**src/rtl/ca_row_writer.sv**
```systemverilog
// Elementary 1-D cellular automaton row producer: computes successive generations
// and streams each one, a byte per cycle, into a circular row buffer on RAM port A.
module ca_row_writer #(
  parameter int ADDR_BITS = 10,
  parameter int ROW_BYTES = 32
) (
  input  logic                 clk,
  input  logic                 rst,
  input  logic                 step,
  input  logic [7:0]           rule,
  output logic                 busy,
  output logic                 done,
  output logic [15:0]          gen_count,
  output logic                 ram_we,
  output logic [ADDR_BITS-1:0] ram_addr,
  output logic [7:0]           ram_data
);

  localparam int WIDTH  = 8 * ROW_BYTES;
  localparam int BYTE_W = $clog2(ROW_BYTES);
  localparam int PTR_W  = ADDR_BITS - BYTE_W;

  localparam logic [WIDTH-1:0]  SEED    = WIDTH'(1) << (WIDTH / 2);
  localparam logic [BYTE_W:0]   IDX_END = (BYTE_W + 1)'(ROW_BYTES);
  localparam logic [BYTE_W:0]   IDX_ONE = (BYTE_W + 1)'(1);
  localparam logic [PTR_W-1:0]  PTR_ONE = PTR_W'(1);

  typedef enum logic [1:0] {S_INIT, S_IDLE, S_CALC, S_WRITE} state_t;

  state_t               state, state_n;
  logic [WIDTH-1:0]     cur, cur_n;
  logic [PTR_W-1:0]     ptr, ptr_n;
  logic [BYTE_W:0]      idx, idx_n;
  logic [7:0]           rule_q, rule_n;
  logic                 busy_n, done_n, we_n;
  logic [15:0]          gen_n;
  logic [ADDR_BITS-1:0] addr_n;
  logic [7:0]           data_n;
  logic [WIDTH-1:0]     next_row;

  // cur[c] holds cell c; cell c maps to byte c/8, bit 7-(c%8), so the
  // leftmost cell of each byte lands in its MSB.
  function automatic logic [7:0] row_byte(input logic [WIDTH-1:0] row,
                                          input logic [BYTE_W-1:0] k);
    logic [7:0] b;
    b = '0;
    for (int j = 0; j < 8; j++) begin
      b[7-j] = row[{k, 3'(j)}];
    end
    return b;
  endfunction

  // Toroidal neighbourhood: cell 0's left neighbour is cell WIDTH-1.
  always_comb begin
    next_row = '0;
    for (int c = 0; c < WIDTH; c++) begin
      next_row[c] = rule_q[{cur[(c + WIDTH - 1) % WIDTH], cur[c], cur[(c + 1) % WIDTH]}];
    end
  end

  always_comb begin
    state_n = state;
    cur_n   = cur;
    ptr_n   = ptr;
    idx_n   = idx;
    rule_n  = rule_q;
    busy_n  = busy;
    done_n  = 1'b0;
    gen_n   = gen_count;
    we_n    = 1'b0;
    addr_n  = ram_addr;
    data_n  = ram_data;
    case (state)
      // INIT and WRITE share the byte streamer; only WRITE reports a generation.
      S_INIT, S_WRITE: begin
        busy_n = 1'b1;
        if (idx == IDX_END) begin
          state_n = S_IDLE;
          busy_n  = 1'b0;
          idx_n   = '0;
          if (state == S_WRITE) begin
            done_n = 1'b1;
            gen_n  = gen_count + 16'd1;
          end
        end else begin
          we_n   = 1'b1;
          addr_n = {ptr, idx[BYTE_W-1:0]};
          data_n = row_byte(cur, idx[BYTE_W-1:0]);
          idx_n  = idx + IDX_ONE;
        end
      end
      S_IDLE: begin
        if (step) begin
          rule_n  = rule;
          state_n = S_CALC;
          busy_n  = 1'b1;
        end
      end
      S_CALC: begin
        // Byte 0 of the new row goes out on the same edge that commits it.
        cur_n   = next_row;
        ptr_n   = ptr + PTR_ONE;
        we_n    = 1'b1;
        addr_n  = {ptr + PTR_ONE, {BYTE_W{1'b0}}};
        data_n  = row_byte(next_row, '0);
        idx_n   = IDX_ONE;
        state_n = S_WRITE;
      end
      default: state_n = S_INIT;
    endcase
  end

  always_ff @(posedge clk or posedge rst) begin
    if (rst) begin
      state     <= S_INIT;
      cur       <= SEED;
      ptr       <= '0;
      idx       <= '0;
      rule_q    <= '0;
      busy      <= 1'b1;
      done      <= 1'b0;
      gen_count <= '0;
      ram_we    <= 1'b0;
      ram_addr  <= '0;
      ram_data  <= '0;
    end else begin
      state     <= state_n;
      cur       <= cur_n;
      ptr       <= ptr_n;
      idx       <= idx_n;
      rule_q    <= rule_n;
      busy      <= busy_n;
      done      <= done_n;
      gen_count <= gen_n;
      ram_we    <= we_n;
      ram_addr  <= addr_n;
      ram_data  <= data_n;
    end
  end

endmodule
```
**config.mk**
```make
export PLATFORM = sky130hd
export DESIGN_NAME = ca_row_writer
export DESIGN_NICKNAME = d
export VERILOG_FILES = /design/src/rtl/ca_row_writer.sv
export SDC_FILE = /design/constraint.sdc
export NUM_CORES = 1
export LEC_CHECK = 0
export ABC_CLOCK_PERIOD_IN_PS = 31400
export CAP_MARGIN = 20
export CORE_AREA = 4 4 212 214
export CTS_BUF_LIST = sky130_fd_sc_hd__clkbuf_4
export CTS_CLUSTER_SIZE = 28
export DETAILED_ROUTE_END_ITERATION = 10
export DIE_AREA = 0 0 216 218
export PLACE_DENSITY = 0.88
export SLEW_MARGIN = 40
export SYNTH_ARGS = -nofsm -noshare
export SYNTH_HDL_FRONTEND = slang
export SYNTH_SLANG_ARGS = --single-unit
export TNS_END_PERCENT = 100
```
**constraint.sdc**
```tcl
create_clock -name clk -period 31.4 [get_ports clk]
set_clock_uncertainty 0.1 [all_clocks]
set_input_delay 6.28 -clock clk [delete_from_list [all_inputs] [get_ports clk]]
set_output_delay 6.28 -clock clk [all_outputs]
set_load 0.01 [all_outputs]
```
Yosys cells after proc, flatten, opt, wreduce, memory -nomap -nowiden
Index checks and enable logic that the tools add are counted.
- bits in registers: 314
- bits of input ports: 11
- word-level logic and storage cells: 838
- add/subtract/negate cells: 3
- order comparisons: 264
- equal/unequal tests: 7
- mux-type cells: 544
- reduce and logical (&&, ||, !) cells: 9
- operators with widths (kind ; count):
    3-bit by 4-bit < comparator with 1-bit output, second input constant ; 256
    1-bit binary-select mux with 3-bit select ; 256
    1-bit two-way mux ; 269
    8-bit by 9-bit < comparator with 1-bit output, second input constant ; 8
    1-bit binary-select mux with 5-bit select ; 8
    10-bit one-hot mux with 2 select lines ; 1
    16-bit by 1-bit adder with 16-bit output, second input constant ; 1
    8-bit one-hot mux with 2 select lines ; 1
    6-bit one-hot mux with 2 select lines ; 1
    10-bit two-way mux ; 1
    8-bit two-way mux ; 1
    2-bit AND reduction ; 4
    6-bit by 1-bit adder with 6-bit output, second input constant ; 1
    6-bit equality test, second input constant ; 1
    6-bit two-way mux ; 1
    2-bit inequality test, second input constant ; 3
    2-bit one-hot mux with 3 select lines ; 1
    5-bit by 1-bit adder with 5-bit output, second input constant ; 1
    2-bit equality test, second input constant ; 2
    2-bit two-way mux ; 2
    1-bit one-hot mux with 2 select lines ; 2
    2-bit nonzero test ; 2
    3-bit AND reduction ; 1
    2-bit by 1-bit equality test with 1-bit output, second input constant ; 1
    other kinds (2) ; 2

Logic depth before layout (Yosys ltp)
- depth in word-level cells: 4
- depth in mapped cells: 11

Worst setup path before layout
Ideal clock, no wire load.
- path type: input to register
- start: input port step
- end: register rule_q[0]
- library setup time: 0.125 ns
- arrival: 6.837 ns
- setup slack: 24.338 ns
- stages: 2
- path buffers: 0
- cell sequence: nand2_1 > mux2_2
- word-level cells in the longest chain between the ends: 1
- ends and longest elaborated chain (what ; line ; source):
    start, declared ; 9 ; input logic step,
    2-bit AND reduction (no line) ; - ;
    end signal, assigned ; 131 ; rule_q <= rule_n;
    end, declared ; 34 ; logic [7:0] rule_q, rule_n;
No other way between the ends.
A chain may end at the register's enable or synchronous reset.

Final worst setup path
- start: register busy
- end: output port busy
- RTL lines (what ; line ; source):
    start, declared ; 11 ; output logic busy,
    start signal, assigned ; 132 ; busy <= busy_n;
No word-level cell between the ends.

==> metrics <==
gr ovfl total 0; most common cell after layout, fill and taps aside mux4_2; Max-slew headroom 40.9%; top_reg_cell synth dfrtp_1; depth of the worst register-to-register path 9; core area 0.0429 mm2; Cell Pwr Density 134 mW/mm2; final WL 77.2 mm; post-layout util 68.0%; maximum VDD drop 0.0999 mV; startpoint class of the critical path register; hold bufs inserted after CTS 0; fraction of layout cells with a size suffix above 1 35.4%; period utilization 26.4%; critical path type reg2out; CP top delay family flip-flops; Post-synth EDFFs 0; Synth warnings 0; worst hold path startpoint gen_count[15]; reg2reg start state[0]; LEAKAGE 11.0 nW; CTS buffer count 87; final instance area 0.0292 mm2; Seq cells post-synth 314; pin count of the biggest net entering global routing 214; Starting DRT DRC Count 4025; TritonCTS clock tree done; vias in the first global route 22100; TNS Setup 0 ps; Max Root-Sink Buffers 3; vias 22500; Post-Place Cell Area 0.0279 mm2; synthesized area 0.0285 mm2; CP max stage cell dfstp_2; row count 76; first-pass GRT wire length 125 mm; I/O Buffers 47; clk_lat worst skew 870 ps; Placement Setup Slack 22890 ps; Fin. Hold Viols 0; Min-Delay Path Class reg2reg; max incr delay on CP 540 ps; status finished, final reports clean; setup bufs post-CTS 0; RePlAce Congestion 0.891; setup ws final 23100 ps; Syn Area/Cell 11.5 um2; CTS root buf clkbuf_4; WP buf/inv 1; Die ar. 0.0471 mm2; unrepaired setup endpoints after global routing false; Fmax achieved 120 MHz; DR WL/cell 28.1 um; Antenna Nets Post-Route 0; post-synthesis sequential area ratio 27.5%; instance count on the critical path 1; Total Nets Final 2115; worst path arrival time 1920 ps; share of async-settable or async-resettable flops after synthesis 100%; via-per-instance ratio 8.19; Initial DRT Pass Iterations 9; DIE HEIGHT 218 um; hold path depth 1; critical path, cell by cell clkdlybuf4s50_1; H-tree levels 3; Global Route Usage Sum 33.1%; commonest non-fill, non-tap cells in the layout mux4_2 (553), dfrtp_1 (302), inv_1 (265), a21oi_1 (258), a31oi_1 (247); Worst Path Required 25020 ps; DIE WIDTH 216 um; I/O pin cnt 48; largest fanout on the critical path 2; cts repair resizes 0; Worst-path clk slew 70 ps; CTS sink cnt 314; post-synth cell types 53; detailed placement HPWL 43.1 mm; Final Max Slew Viols 0; Post-Syn Instances 2491; syn_nets 2510; # setup viols final 0; max-cap violation count 0; Layout area overhead 2.18%; total power 3.89 mW; Worst Setup SP busy; Initial Utilization 66.6%; initial antenna violation count 3; Final min period 8300 ps; fill cell count 2710; worst-margin pin slew 886 ps; Worst setup EP type output port; Remaining DRCs 0
[metrics by stage]
stage	hold WS, ps	instances
after floorplan	339	2491
after global placement	354	2585
after detailed placement	389	2588
after CTS	401	2742
after global routing	402	2749
final	402	2749
[Yosys cell counts (all sizes together) (3+ instances only)]
library cell	number	share of area [%]
mux2i	39	1.4
nand2b	6	0.13
xnor2	11	0.34
a221oi	19	0.58
and4	5	0.15
o21a	5	0.13
nand2	24	0.32
inv	266	3.5
nor4	4	0.088
nor2b	4	0.088
o21ai	26	0.46
o2111ai	17	0.52
a211oi	3	0.079
nand3	9	0.16
nor3	8	0.18
o32a	4	0.14
dfrtp	312	27
mux4	553	44
a22o	5	0.15
o31ai	3	0.079
buf	67	1.2
clkbuf	498	6.6
a22oi	9	0.24
nand4	4	0.088
a31oi	247	5.4
a21oi	259	4.5
xor2	8	0.25
mux2	16	0.63
and3	5	0.11
ha	8	0.35
nor3b	3	0.096
o22ai	5	0.11
o211ai	3	0.079
nor2	19	0.25
[sequential cells by signal (all words and copies together), names as in the netlist]
register,count
idx,6
cur,256
ptr,5
ram_data,8
state,2
rule_q,8
ram_addr,10
ram_we,1
gen_count,16
done,1
busy,1
[kinds of logic (layout without fill, tap and decap cells)]
group                    after synthesis  count (layout)  synth area share [%]
other                                  0               3                     0
adder cells (fa/ha/maj)                8               8                 0.351
multiplexers                         608             608                  45.6
buffers and inverters                831             501                  11.2
AND/OR/NAND/NOR                      102             102                  2.02
AO/OA/AOI/OAI                        609             609                  12.6
flip-flops                           314             314                  27.5
XOR/XNOR                              19              19                 0.583
[per-layer routing]
layer / vias to the layer above / routed length [um] / GRT usage (%)
met5: - / 146 / 1.88
met4: 6 / 3640 / 13.6
li1: 8774 / - / -
met1: 11100 / 25000 / 46.0
met2: 2210 / 36700 / 49.4
met3: 380 / 11700 / 10.6
[worst register-to-register path, stage by stage, from the launching register on]
cell	delay (ps)
dfrtp_1	440
inv_1	120
ha_4	490
buf_12	330
buf_4	690
nor2_1	320
and3_1	360
a22oi_1	440
and4_1	440
o22ai_1	150
[path summary, 6_finish.rpt]
kind	endpoint	slack [ps]
min reg2reg	gen_count[15]	400
max reg2reg	ram_data[5]	27410
min	gen_count[15]	400
max in group asynchronous	cur[222]	23800
max	busy	23100
min in group asynchronous	gen_count[7]	5910
[power breakdown]
part	total, mW	internal, mW	switching, mW
sequential	1.16	0.592	0.564
clock	0.398	0.202	0.196
combinational	2.34	1.31	1.03
[area by class of cell]
cell class,count,area (um2),area share (%)
Clock inverter,19,97.6,0.335
Timing Repair Buffer,81,911,3.12
Multi-Input combinational cell,1346,17500,60.0
Antenna cell,3,7.51,0.0257
Inverter,266,1010,3.47
Tap cell,585,732,2.51
Sequential cell,314,7900,27.1
Clock buffer,135,1010,3.47
No activity file was read; power rests on OpenSTA's default activity.
